--- config.mk ---
export PLATFORM = sky130hd
export DESIGN_NAME = key_scan
export DESIGN_NICKNAME = d
export VERILOG_FILES = /design/src/rtl/sys_pkg.sv /design/src/rtl/key_debounce.sv /design/src/rtl/key_scan.sv
export SDC_FILE = /design/constraint.sdc
export NUM_CORES = 1
export LEC_CHECK = 0
export CORE_MARGIN = 5
export CORE_UTILIZATION = 32
export CTS_CLUSTER_DIAMETER = 50
export CTS_CLUSTER_SIZE = 8
export DETAILED_ROUTE_END_ITERATION = 10
export MAX_ROUTING_LAYER = met4
export PLACE_DENSITY = 0.56
export RECOVER_POWER = 100
export SLEW_MARGIN = 15
export SYNTH_ARGS = -nofsm -noshare
export SYNTH_HDL_FRONTEND = slang
export SYNTH_SLANG_ARGS = --single-unit
--- constraint.sdc ---
create_clock -name clk -period 2.3 [get_ports clk]
set_clock_uncertainty 0.1 [all_clocks]
set_input_delay 0.46 -clock clk [delete_from_list [all_inputs] [get_ports clk]]
set_output_delay 0.46 -clock clk [all_outputs]
set_load 0.02 [all_outputs]
--- src/rtl/sys_pkg.sv ---
// Shared definitions for the front-panel key scanner: per-key FSM state
// encoding, default timing constants and a small sizing helper.
package sys_pkg;

  // Per-key FSM states (kept as plain 2-bit constants for legacy users)
  localparam logic [1:0] KS_IDLE    = 2'd0;
  localparam logic [1:0] KS_PRESSED = 2'd1;
  localparam logic [1:0] KS_LONG    = 2'd2;

  // Default timing, in ticks of the corresponding timebase strobe
  localparam int NKEY_DEF   = 4;
  localparam int DEB_MS_DEF = 20;
  localparam int LONG_T_DEF = 32;
  localparam int REP_T_DEF  = 4;

  // Larger of two integers, used to size a counter shared by two roles
  function automatic int max_i(input int a, input int b);
    return (a > b) ? a : b;
  endfunction

endpackage

--- src/rtl/key_debounce.sv ---
// One front-panel key: 2-flop synchroniser, debounce counter on tick1ms and
// a press/long/repeat classifier on tick32ms. All strobes are registered and
// one clk cycle wide.
// Optional feature: define KEY_REPEAT_EN to generate auto-repeat strobes in
// the LONG state; otherwise key_rep is tied low and no repeat logic exists.
module key_debounce
  import sys_pkg::*;
#(
  parameter int DEB_MS = DEB_MS_DEF,
  parameter int LONG_T = LONG_T_DEF,
  parameter int REP_T  = REP_T_DEF
) (
  input  logic clk,
  input  logic rst,
  input  logic tick1ms,
  input  logic tick32ms,
  input  logic key_n,
  output logic key_lvl,
  output logic key_press,
  output logic key_release,
  output logic key_long,
  output logic key_rep
);

  localparam int DW = $clog2(DEB_MS + 1);
  localparam int HW = $clog2(max_i(LONG_T, REP_T) + 1);

  localparam logic [DW-1:0] DEB_LAST  = DW'(DEB_MS - 1);
  localparam logic [HW-1:0] LONG_LAST = HW'(LONG_T - 1);
  localparam logic [HW-1:0] LONG_SAT  = HW'(LONG_T);
`ifdef KEY_REPEAT_EN
  localparam logic [HW-1:0] REP_LAST  = HW'(REP_T - 1);
`endif

  logic          sync1;
  logic          sync2;
  logic          sk;
  logic [DW-1:0] dcnt;
  logic [HW-1:0] hcnt;
  logic [1:0]    state;
  logic          flip;
  logic          rise;
  logic          fall;

  // Bring the raw asynchronous key into the clk domain; idles as released
  always_ff @(posedge clk or negedge rst) begin
    if (!rst) begin
      sync1 <= 1'b1;
      sync2 <= 1'b1;
    end else begin
      sync1 <= key_n;
      sync2 <= sync1;
    end
  end

  assign sk = ~sync2;

  // The debounced level changes on the tick that completes the stable run;
  // the same condition drives the edge strobes and the FSM so they all line up.
  assign flip = tick1ms && (sk != key_lvl) && (dcnt == DEB_LAST);
  assign rise = flip & sk;
  assign fall = flip & ~sk;

  // Debounce counter: any disagreement that is not yet stable long enough
  // keeps counting; agreement (including a bounce back) clears the count.
  always_ff @(posedge clk or negedge rst) begin
    if (!rst) begin
      dcnt        <= '0;
      key_lvl     <= 1'b0;
      key_press   <= 1'b0;
      key_release <= 1'b0;
    end else begin
      key_press   <= rise;
      key_release <= fall;
      if (sk == key_lvl) begin
        dcnt <= '0;
      end else if (tick1ms) begin
        if (dcnt == DEB_LAST) begin
          key_lvl <= sk;
          dcnt    <= '0;
        end else begin
          dcnt <= dcnt + 1'b1;
        end
      end
    end
  end

  // Hold classifier. A release always wins over a long/repeat threshold
  // landing in the same cycle; hcnt doubles as the repeat counter in LONG.
  always_ff @(posedge clk or negedge rst) begin
    if (!rst) begin
      state    <= KS_IDLE;
      hcnt     <= '0;
      key_long <= 1'b0;
`ifdef KEY_REPEAT_EN
      key_rep  <= 1'b0;
`endif
    end else begin
      key_long <= 1'b0;
`ifdef KEY_REPEAT_EN
      key_rep  <= 1'b0;
`endif
      if (fall) begin
        state <= KS_IDLE;
        hcnt  <= '0;
      end else begin
        case (state)
          KS_IDLE: begin
            if (rise) begin
              state <= KS_PRESSED;
              hcnt  <= '0;
            end
          end
          KS_PRESSED: begin
            if (tick32ms) begin
              if (hcnt == LONG_LAST) begin
                key_long <= 1'b1;
                state    <= KS_LONG;
                hcnt     <= '0;
              end else if (hcnt != LONG_SAT) begin
                hcnt <= hcnt + 1'b1;
              end
            end
          end
          KS_LONG: begin
`ifdef KEY_REPEAT_EN
            if (tick32ms) begin
              if (hcnt == REP_LAST) begin
                key_rep <= 1'b1;
                hcnt    <= '0;
              end else begin
                hcnt <= hcnt + 1'b1;
              end
            end
`endif
          end
          default: begin
            state <= KS_IDLE;
            hcnt  <= '0;
          end
        endcase
      end
    end
  end

`ifndef KEY_REPEAT_EN
  assign key_rep = 1'b0;
`endif

endmodule

--- src/rtl/key_scan.sv ---
// Front-panel key scanner: debounces NKEY active-low keys and emits press,
// release, long-press and (with KEY_REPEAT_EN defined) auto-repeat strobes.
// The ticks come from the 1 ms / 32 ms timebase as single-cycle pulses.
module key_scan
  import sys_pkg::*;
#(
  parameter int NKEY   = NKEY_DEF,
  parameter int DEB_MS = DEB_MS_DEF,
  parameter int LONG_T = LONG_T_DEF,
  parameter int REP_T  = REP_T_DEF
) (
  input  logic            clk,
  input  logic            rst,
  input  logic            tick1ms,
  input  logic            tick32ms,
  input  logic [NKEY-1:0] key_n,
  output logic [NKEY-1:0] key_lvl,
  output logic [NKEY-1:0] key_press,
  output logic [NKEY-1:0] key_release,
  output logic [NKEY-1:0] key_long,
  output logic [NKEY-1:0] key_rep
);

  // Keys are fully independent; one scanner per key shares only the ticks
  for (genvar i = 0; i < NKEY; i++) begin : g_key
    key_debounce #(
      .DEB_MS (DEB_MS),
      .LONG_T (LONG_T),
      .REP_T  (REP_T)
    ) u_key (
      .clk         (clk),
      .rst         (rst),
      .tick1ms     (tick1ms),
      .tick32ms    (tick32ms),
      .key_n       (key_n[i]),
      .key_lvl     (key_lvl[i]),
      .key_press   (key_press[i]),
      .key_release (key_release[i]),
      .key_long    (key_long[i]),
      .key_rep     (key_rep[i])
    );
  end

endmodule

# After elaboration in Yosys (flattened, before gate mapping)
# Cells that the tools add are included.
# classes
n_bitwise	16
mul	0
div	0
mux	72
shift	0
order_cmp	0
n_eq_ne	48
reduce_logical	28
add_sub_neg	8
# op_table
op	count
2-to-1 mux 6 bit	20
one-hot mux 6 bit (3 select lines)	4
2-to-1 mux 5 bit	12
2-to-1 mux 2 bit	16
AND reduction 4 bit	8
adder 6 x 1 -> 6 bit, second input constant	4
equality test 6 x 5 -> 1 bit, second input constant	4
!= test 3 x 1 -> 1 bit, second input constant	8
!= test 6 bit, second input constant	4
one-hot mux 2 bit (3 select lines)	4
adder 5 x 1 -> 5 bit, second input constant	4
equality test 5 bit, second input constant	4
2-to-1 mux 1 bit	16
!= test 4 x 1 -> 1 bit, second input constant	4
!= test 3 x 2 -> 1 bit, second input constant	4
AND reduction 3 bit	4
AND 1 bit	8
equality test 2 x 1 -> 1 bit, second input constant	4
equality test 2 bit, second input constant	4
logical AND 1 bit	8
zero test 2 bit	4
!= test 2 x 1 -> 1 bit, second input constant	4
NOT 1 bit	8
nonzero test 2 bit	4
other kinds (2)	8
# totals
romBits	0
in_bits	8
output_inout_bits	20
latchBits	0
ram_bits	0
word_cells	208
regBits	76
memories	0

# Longest topological paths before layout
# Gate-level depths: netlist (run 1).
# logic_depth
depth_word	8
depth_mapped	6
ltp_nobuf	6

# Hierarchy
# Synthesis (run 1) repeated with hierarchy kept, for this count alone.
# hier_totals
hier_cells	395
hier_area_um2	3917.5
# modules_own_cells
mod	seq_area_each_um2	area_per_inst_um2	cells_per_inst	n_inst
key_debounce (g_key[2].u_key ...)	478.0	974.7	97	2
key_debounce (g_key[0].u_key)	478.0	996.0	104	1
key_debounce (g_key[1].u_key)	478.0	972.2	97	1

# Worst setup path before layout (run 1)
# OpenSTA, ideal clock, no wires.
# synth_path
path_type	reg2reg
startpoint	register g_key[0].u_key.key_lvl
endpoint	register g_key[0].u_key.hcnt[3]
path_stages_with_launch	5
slack_ns	0.290
arrival_time_ns	1.784
required_time_ns	2.074
period_less_slack_ns	2.010
setup_time_ns	0.126
cell_sequence	dfrtp_1 or4_1 a211o_1 and2_4 a221o_1
# synth_between
elab_chain_len	6
word_cells_on_any_way	11
# synth_rtl
item	line	text
start, declared	key_debounce.sv:18	output logic key_lvl,
start signal, assigned	key_debounce.sv:79	key_lvl <= sk;
!= test 1 bit (*)	key_debounce.sv:60	assign flip = tick1ms && (sk != key_lvl) && (dcnt == DEB_LAST);
logical AND 1 bit (*) (2 in a row)	key_debounce.sv:60	
AND 1 bit, on equally long branches	key_debounce.sv:62, key_debounce.sv:61	
!= test 4 x 1 -> 1 bit (no line), or another cell as far along	n/a	
AND reduction 4 bit (no line)	n/a	
end signal, assigned	key_debounce.sv:121	hcnt <= hcnt + 1'b1;
end, declared	key_debounce.sv:39	logic [HW-1:0] hcnt;
# Mark *: on every way between the ends. The rest lies on a longest branch, timed or not.
# A chain may end at the register's enable or synchronous reset.

# Worst setup path after layout (run 1)
# layout_path
startpoint	register g_key[0].u_key.state[1]
endpoint	register g_key[0].u_key.hcnt[3]
# layout_between
elab_chain_len	3
word_cells_on_any_way	10
# layout_rtl
item	line	text
start, declared	key_debounce.sv:40	logic [1:0] state;
start signal, assigned	key_debounce.sv:92	state <= KS_IDLE;
start signal, assigned	key_debounce.sv:104	state <= KS_IDLE;
start signal, assigned	key_debounce.sv:110	state <= KS_PRESSED;
equality test 2 x 1 -> 1 bit, or another cell as far along	key_debounce.sv:107	case (state)
!= test 4 x 1 -> 1 bit (no line), or another cell as far along	n/a	
AND reduction 4 bit (no line) or 2-to-1 mux 6 bit (tied branches)	n/a	
# Several ways; a longest one is shown, not always the timed one.

==> reports/qor.csv, run 1 <==
metric;value;unit
crit_type;register to register;
status;completed;
r2r_end;g_key[0].u_key.hcnt[3];
hpwl;5940;µm
clockRootBuffer;clkbuf_16;
synth_xor_area_share;1.74;%
hp-class;primary input to async pin;
slew_viol_final;0;
synth_top_family_by_area;simple AND/OR/NAND/NOR gates;
synth_cells;415;
worstMarginPinSlew;0.913;ns
powerDensity;721;nW/µm²
ctsHoldBuffers;0;
tns;0;ns
final_common_cell;dfrtp_1;
drt_iter0_drc;126;
ctsResizeCount;0;
required;2.42;ns
layout-drive-gt1-share;10.7;%
fillCellCount;1242;
vias;3130;
dieArea;14900;µm²
maxSlewHeadroom;39.1;%
synth.yosys.seq_area_share;47.4;%
setup_slack;0.122;ns
port_buffers;23;
pre_cts_ws;0.0699;ns
yosysTopAreaCellShare;42.2;%
setup_violations;0;
final_hold_viol_count;0;
met1_usage;16.0;%
ir_worst_vdd;0.373;mV
grt-busiest-layer;met2;
area_growth_syn_to_layout;17.1;%
viasPerCell;5.05;
rsz0062_at_grt;no;
grt_pass1_vias;2902;
drc;0;
numCtsBuffers;9;
synth_area_leader_cell;dfrtp_1;
wl_per_cell;13.5;µm
yosys_most_used_dff;dfrtp_1;
rows;41;
grt-ovfl-total;0;
synth_area;4030;µm²
die-height;122;µm
timing.hold.ws;0.143;ns
synth_compound_area_share;17.3;%
first_pass_iters;4;
cts_max_level;3;
post_cts_buffers;0;
coreArea;12500;µm²
cts.path.max_buffers;2;
ys_top_cells_by_area;dfrtp_1 (42%), dfstp_2 (5.2%), buf_4 (3.7%);
cp-end-kind;register;
synth_edf_count;0;
synth.distinct_cells;63;
worstPathArrival;2.30;ns
diodes;0;
reg2reg_depth;4;
ant_nets;0;
start_kind;register;
leakage;2.06;nW
cts_sinks;76;
nNetsFinal;463;
synthSimpleGateAreaFrac;22.2;%
synth_mux_area_share;1.30;%
synthArstFlopShare;100;%
yosysWarnings;0;
fin_crit_sh;94.7;%
max_freq;0.459;GHz
ios;28;
grt_pass1_wl;14000;µm
final_cell_mix;dfrtp_1 (68), nor2_1 (31), nand2_1 (30);
cap_violations;0;
initial_core_util;32.3;%
die_w;122;µm
wl;8380;µm
clk_pin_slew;0.06;ns
gp_congestion;0.858;
synth-seq-cells;76;
cts_tree;done;
clk-insertion-delay-late;0.34;ns
antenna_found_initial;0;
r2r_setup_slack;0.12;ns
fin_crit;2.18;ns
cp_max_fo;6;
grt_usage;12.2;%
reg2reg_from;g_key[0].u_key.state[1];
use_met3;3.69;%
synthAdderAreaFrac;3.72;%
synth.avg_cell_area;9.72;µm²
grt_max_degree;42;
grt_use_met2;18.4;%
-- sequential cells by signal, indices dropped and copies added (netlist names) --
register and count:
g_key.u_key.dcnt 20, g_key.u_key.hcnt 24, g_key.u_key.key_long 4, g_key.u_key.key_lvl 4, g_key.u_key.key_press 4, g_key.u_key.key_release 4
g_key.u_key.state 8, g_key.u_key.sync1 4, g_key.u_key.sync2 4
-- cell type report --
cell class / count / area, µm² / share of cell area [%]
repair buffers: 41 / 337 / 7.13
inverters: 20 / 75.1 / 1.59
clock inverters: 5 / 75.1 / 1.59
multi-input cells: 295 / 1870 / 39.5
flip-flops and latches: 76 / 1910 / 40.5
clock buffers: 11 / 243 / 5.14
well taps: 172 / 215 / 4.56
-- metrics by stage --
step	power (W)	util, %	instance area, µm²	instances
floorplan	0.00179	-	4040	418
global placement	0.00192	35.8	4460	604
detailed placement	0.00193	35.8	4460	604
CTS	0.00348	38.3	4770	620
global route	0.00358	37.9	4720	620
finish	0.00340	37.9	4720	620
-- cell usage after synthesis (2+ instances only) --
master and count:
clkbuf_1 4, o41a_1 2, o2bb2ai_1 5, inv_1 19, buf_4 20, o21a_1 2, a31oi_1 5, nand4_1 6
ha_1 12, o22ai_1 8, dfrtp_1 68, a21oi_1 21, nor2b_1 15, nand2b_1 4, buf_1 2, dfstp_2 8
nor4bb_1 4, mux2i_1 3, nor2_1 31, nand3_1 19, nor3_1 21, o32a_1 2, mux2_2 2, a22o_1 3
and3_1 7, or3_1 4, a211o_1 3, nor3b_1 7, o211ai_1 6, or4_1 4, o21ai_0 23, or2_2 3
a211oi_2 3, xor2_1 8, nand2_1 30, nand3b_1 2, nand4bb_1 3
-- critical path: stages, from the launching register on --
cell     delay (ns)
dfrtp_1        0.43
or4_1          0.50
a211o_1        0.40
and2_0         0.27
a221o_1        0.37
-- worst max path at each step --
stage                            start                       to  cells past startpoint
3_3_place_gp                  tick32ms   g_key[2].u_key.hcnt[3]                      5
4_1_cts           g_key[0].u_key.sync2   g_key[0].u_key.hcnt[3]                      4
5_1_grt         g_key[0].u_key.dcnt[0]  g_key[0].u_key.state[0]                      5
6_report       g_key[0].u_key.state[1]   g_key[0].u_key.hcnt[3]                      4
2_1_floorplan   g_key[0].u_key.key_lvl   g_key[0].u_key.hcnt[3]                      4
3_5_place_dp                  tick32ms   g_key[2].u_key.hcnt[3]                      5
-- per-layer routing --
metal / vias up / wire length, µm
li1: 1555 / -
met1: 1515 / 4070
met2: 52 / 3880
met3: 8 / 337
met4: 0 / 92
met5: - / 0
-- report_power, final --
| group | switching, W | internal [W] |
|---|---|---|
| sequential | 0.0000995 | 0.00143 |
| clock | 0.000540 | 0.000974 |
| combinational | 0.000213 | 0.000152 |
-- cell families (layout without fill, tap and decap cells) --
family,count (synthesis),after routing
buffers and inverters,47,77
adders and majority gates,12,12
DFF,76,76
and+or+nand+nor,166,166
muxes,5,5
xor gates and xnor gates,8,8
other,1,4
AOI/OAI and AO/OA,100,100
Power figures use the tool's default switching activity.
==> run 2, diff against run 1 <==
--- a/config.mk
+++ b/config.mk
@@ -5,6 +5,7 @@
 export SDC_FILE = /design/constraint.sdc
 export NUM_CORES = 1
 export LEC_CHECK = 0
+export CAP_MARGIN = 20
 export CORE_MARGIN = 5
 export CORE_UTILIZATION = 32
 export CTS_CLUSTER_DIAMETER = 50
==> constraint.sdc (replaced) <==
create_clock -name clk -period 2.19 [get_ports clk]
set_clock_uncertainty 0.1 [all_clocks]
set_input_delay 0.438 -clock clk [delete_from_list [all_inputs] [get_ports clk]]
set_output_delay 0.438 -clock clk [all_outputs]
set_load 0.02 [all_outputs]
==> run 2 against run 1 <==
Routed wire length rose by 1.7%. Sequential share of layout area fell by 0.66 points. Global-route usage grew 0.61 points. Cell count up 1.6%.
==> reports/qor.csv, run 2 (synthesis gave the netlist of run 1 again) <==
metric;value;unit;change
rows;41;;unchanged
required;2.37;ns;-0.05 ns
nNetsFinal;473;;+2.2%
viasPerCell;4.98;;-1.4%
regMostFlops;g_key.u_key.hcnt;;
fillCellCount;1224;;-1.4%
tns;0;ns;unchanged
path_delay_family;compound AO/OA/AOI/OAI gates;;
fin_crit;2.12;ns;-0.0614 ns
cts_sinks;76;;unchanged
cap_violations;0;;unchanged
final_hold_viol_count;0;;unchanged
drt_iter0_drc;178;;+41%
port_buffers;23;;unchanged
setup_slack;0.0736;ns;-0.0486 ns
antenna_found_initial;0;;unchanged
clk-insertion-delay-late;0.34;ns;about the same
hpwl;6020;µm;+1.2%
crit_type;register to register;;
power;0.00350;W;+2.9%
grt_pass1_wl;14900;µm;+6.2%
worstMarginPinSlew;0.885;ns;-0.0287 ns
worstPathArrival;2.30;ns;about the same
ios;28;;unchanged
die-height;122;µm;unchanged
final_cell_mix;dfrtp_1 (68), nor2_1 (31), nand2_1 (30);;
clk_pin_slew;0.06;ns;about the same
wl_per_cell;13.5;µm;about the same
clockRootBuffer;clkbuf_16;;
gp_congestion;0.832;;-3.1%
final_common_cell;dfrtp_1;;
cts_max_level;3;;unchanged
layout-drive-gt1-share;12.4;%;+1.7 points
grt-ovfl-total;0;;unchanged
grt_pass1_vias;3150;;+8.5%
initial_core_util;32.3;%;unchanged
crit_buf_inv;0;;unchanged
powerDensity;729;nW/µm²;+1.2%
wl;8520;µm;+1.7%
cts.path.max_buffers;2;;unchanged
ant_nets;0;;unchanged
drc;0;;unchanged
grt_usage;12.8;%;+0.61 points
numCtsBuffers;9;;unchanged
fin_crit_sh;96.6;%;+2.0 points
setup_violations;0;;unchanged
start_kind;register;;
rsz0062_at_grt;no;;
slowest_delay;0.53;ns;+0.03 ns
max_freq;0.473;GHz;+2.9%
area_growth_syn_to_layout;19.1;%;
cp-end-kind;register;;
maxSlewHeadroom;41.0;%;+1.9 points
status;completed;;
hp-class;register to register;;
coreArea;12500;µm²;unchanged
ir_worst_vdd;0.325;mV;-13%
vias;3135;;+0.16%
slew_viol_final;0;;unchanged
dieArea;14900;µm²;unchanged
reg_top3;g_key.u_key.hcnt (24), g_key.u_key.dcnt (20), g_key.u_key.state (8);;
cts_tree;done;;
pre_cts_ws;-0.0385;ns;-0.108 ns
largest_reg_flops;24;;unchanged
cp_max_fo;6;;unchanged
critPathSlowestCell;or4_1;;
ctsResizeCount;0;;unchanged
post_cts_buffers;0;;unchanged
path_cells;or4_1, a211o_1, a211oi_2, mux2_2;;
grt_max_degree;45;;+7.1%
diodes;0;;unchanged
leakage;2.09;nW;+1.4%
first_pass_iters;4;;unchanged
die_w;122;µm;unchanged
run 2: timing repair:
action,4_1_cts,5_1_grt
hold buffers,1,0
setup endpoints to repair,0,0
endpoints found under the hold margin,28,0
run 2: layer usage:
metal / share of wire [%] / global-route usage, % / vias up / routed length [µm]
li1: - / - / 1568 / -
met1: 48 / 16.1 / 1507 / 4070
met2: 46 / 19.3 / 46 / 3950
met3: 4.0 / 4.33 / 14 / 344
met4: 1.7 / 4.62 / 0 / 149
met5: 0 / - / - / 0
run 2: power breakdown:
group	switching (W)	leakage [nW]	internal (W)
Sequential	0.000108	0.995	0.00150
Combinational	0.000226	0.964	0.000170
Clock	0.000615	0.134	0.000885
Total	0.000949	2.09	0.00255
run 2: area by class of cell:
cell class                      count  area [µm²]  area share [%]
Sequential cell                    76        1910            39.8
Multi-Input combinational cell    295        1870            39.0
Timing Repair Buffer               51         425            8.86
Clock buffer                        9         225            4.69
Tap cell                          172         215            4.48
Clock inverter                      7        77.6            1.62
Inverter                           20        75.1            1.56
run 2: per-stage QoR:
stage / cell area, µm² / std cells / hold slack [ns] / util [%]
global placement: 4520 / 613 / 0.247 / 36.3
detailed placement: 4520 / 613 / 0.247 / 36.3
CTS: 4840 / 630 / 0.256 / 38.8
global route: 4800 / 630 / 0.261 / 38.5
floorplan: 4040 / 418 / 0.0424 / -
finish: 4800 / 630 / 0.256 / 38.5
run 2: path summary, 6_finish.rpt:
kind / startpoint / endpoint / slack (ns) / cells after the start
setup / recovery: g_key[0].u_key.sync2 / g_key[0].u_key.hcnt[0] / 0.07 / 4
hold / removal: g_key[0].u_key.sync1 / g_key[0].u_key.sync2 / 0.26 / 0
setup reg to reg: g_key[0].u_key.sync2 / g_key[0].u_key.hcnt[0] / 0.07 / 4
hold reg to reg: g_key[0].u_key.sync1 / g_key[0].u_key.sync2 / 0.26 / 0
max in group asynchronous: rst / g_key[0].u_key.sync2 / 0.57 / 3
min in group asynchronous: rst / g_key[0].u_key.hcnt[2] / 0.65 / 2
run 2: worst reg2reg max path, cell delays in order (launching register included):
cell      delay (ns)
dfstp_2         0.39
or4_1           0.53
a211o_1         0.38
a211oi_2        0.41
mux2_2          0.23
==> run 3, diff against run 2 <==
--- a/config.mk
+++ b/config.mk
@@ -6,7 +6,7 @@
 export NUM_CORES = 1
 export LEC_CHECK = 0
 export CAP_MARGIN = 20
-export CORE_MARGIN = 5
+export CORE_MARGIN = 1
 export CORE_UTILIZATION = 32
 export CTS_CLUSTER_DIAMETER = 50
 export CTS_CLUSTER_SIZE = 8
==> run 3 against run 2 <==
Sequential share of layout area rose by 0.43 points. Non-clock buffer count fell by 2. Maximum frequency rose by 2.0%. Critical path type unchanged. Highest routed layer unchanged.
==> reports/qor.csv, run 3 (synthesis gave the netlist of run 1 again) <==
metric;value;unit;change
cts_max_level;3;;unchanged
drt_iter0_drc;107;;-40%
final_hold_viol_count;0;;unchanged
port_buffers;23;;unchanged
rsz0062_at_grt;no;;
fin_area;4750;µm²;-1.1%
reg2reg_from;g_key[0].u_key.sync2;;
cts_sinks;76;;unchanged
leakage;2.08;nW;-0.73%
wl_per_cell;13.4;µm;-0.64%
dieArea;13100;µm²;-13%
reg2reg_depth;4;;unchanged
multi_input_area;1870;µm²;-0.13%
grt_pass1_wl;14600;µm;-2.1%
r2r_setup_slack;0.11;ns;+0.04 ns
gp_congestion;0.842;;+1.3%
coreArea;12200;µm²;-2.4%
cts.path.max_buffers;2;;unchanged
area_growth_syn_to_layout;17.8;%;
cp_max_fo;6;;unchanged
ctsHoldBuffers;1;;unchanged
clk-insertion-delay-late;0.34;ns;about the same
max_freq;0.482;GHz;+2.0%
fillCellCount;1186;;-3.1%
rows;40;;-2.4%
die-height;114;µm;-6.5%
wl;8380;µm;-1.6%
required;2.32;ns;-0.05 ns
min_to;g_key[3].u_key.sync2;;
r2r_end;g_key[0].u_key.hcnt[3];;
cp-end-kind;register;;
grt_max_degree;50;;+11%
nNetsFinal;471;;-0.42%
seq_area;1910;µm²;unchanged
ios;28;;unchanged
ir_worst_vdd;0.367;mV;+13%
cts_tree;done;;
hp-class;register to register;;
grt_pass1_vias;3034;;-3.7%
post_cts_buffers;0;;unchanged
regMostFlops;g_key.u_key.hcnt;;
dpl_cell_area;4500;µm²;-0.44%
powerDensity;729;nW/µm²;about the same
setup_violations;0;;unchanged
antenna_found_initial;0;;unchanged
min_path_cells;0;;unchanged
grt_usage;14.7;%;+1.9 points
numCtsBuffers;9;;unchanged
die_w;114;µm;-6.5%
final_common_cell;dfrtp_1;;
hpwl;6050;µm;+0.61%
diodes;0;;unchanged
first_pass_iters;4;;unchanged
ctsResizeCount;0;;unchanged
slew_viol_final;0;;unchanged
clockRootBuffer;clkbuf_16;;
maxSlewHeadroom;52.6;%;+12 points
cap_violations;0;;unchanged
viasPerCell;5.01;;+0.74%
status;completed;;
crit_type;register to register;;
reg_top3;g_key.u_key.hcnt (24), g_key.u_key.dcnt (20), g_key.u_key.state (8);;
worstMarginPinSlew;0.712;ns;-0.173 ns
fin_crit_sh;94.8;%;-1.9 points
worstPathArrival;2.20;ns;-0.10 ns
start_kind;register;;
vias;3128;;-0.22%
fin_util;39.1;%;+0.54 points
timing.hold.ws;0.255;ns;-0.000711 ns
fin_crit;2.08;ns;-0.0409 ns
ant_nets;0;;unchanged
clk_pin_slew;0.06;ns;about the same
layout-drive-gt1-share;12.1;%;-0.38 points
largest_reg_flops;24;;unchanged
final_cell_mix;dfrtp_1 (68), nor2_1 (31), nand2_1 (30);;
grt-ovfl-total;0;;unchanged
min_from;g_key[3].u_key.sync1;;
drc;0;;unchanged
initial_core_util;33.2;%;+0.81 points
[run 3: metal layers]
metal	routed length (µm)	track usage [%]	vias up	part of all wire [%]
met4	122	4.76	0	1.5
met3	315	4.34	11	3.8
met5	0	-	-	0
met2	3830	22.4	50	46
li1	-	-	1571	-
met1	4110	18.7	1496	49
[run 3: worst max-delay path by stage]
| stage | start | endpoint |
|---|---|---|
| 3_5_place_dp | tick32ms | g_key[3].u_key.hcnt[2] |
| 5_1_grt | g_key[0].u_key.sync2 | g_key[0].u_key.hcnt[0] |
| 4_1_cts | g_key[0].u_key.sync2 | g_key[0].u_key.hcnt[3] |
| 2_1_floorplan | g_key[0].u_key.key_lvl | g_key[0].u_key.hcnt[3] |
| 6_report | g_key[0].u_key.sync2 | g_key[0].u_key.hcnt[3] |
| 3_3_place_gp | tick32ms | g_key[3].u_key.hcnt[4] |
[run 3: stage by stage]
stage / TNS (ns) / std cells / setup slack [ns] / total power [W]
after floorplan: 0 / 418 / 0.180 / 0.00188
after global placement: 0 / 607 / 0.0274 / 0.00201
after detailed placement: -0.0685 / 607 / -0.0420 / 0.00203
after CTS: 0 / 624 / 0.0944 / 0.00353
after global routing: 0 / 624 / 0.0248 / 0.00364
final: 0 / 624 / 0.115 / 0.00347
[run 3: area by class of cell]
type                       count  share of cell area, %
sequential                    76                   40.2
multi-input combinational    295                   39.3
timing repair buffer          49                   8.24
clock buffer                   9                   4.74
tap                          168                   4.42
inverter                      20                   1.58
clock inverter                 7                   1.42
[run 3: critical path, cell delays in order, from the launching register on]
cell     delay, ns
dfstp_2       0.39
or4_1         0.55
a211o_1       0.38
and2_4        0.21
a221o_1       0.33
[run 3: power by group]
group / switching (W) / internal (W) / leakage (nW)
Combinational: 0.000231 / 0.000162 / 0.945
Clock: 0.000597 / 0.000875 / 0.137
Sequential: 0.000103 / 0.00150 / 0.995
Total: 0.000930 / 0.00254 / 2.08
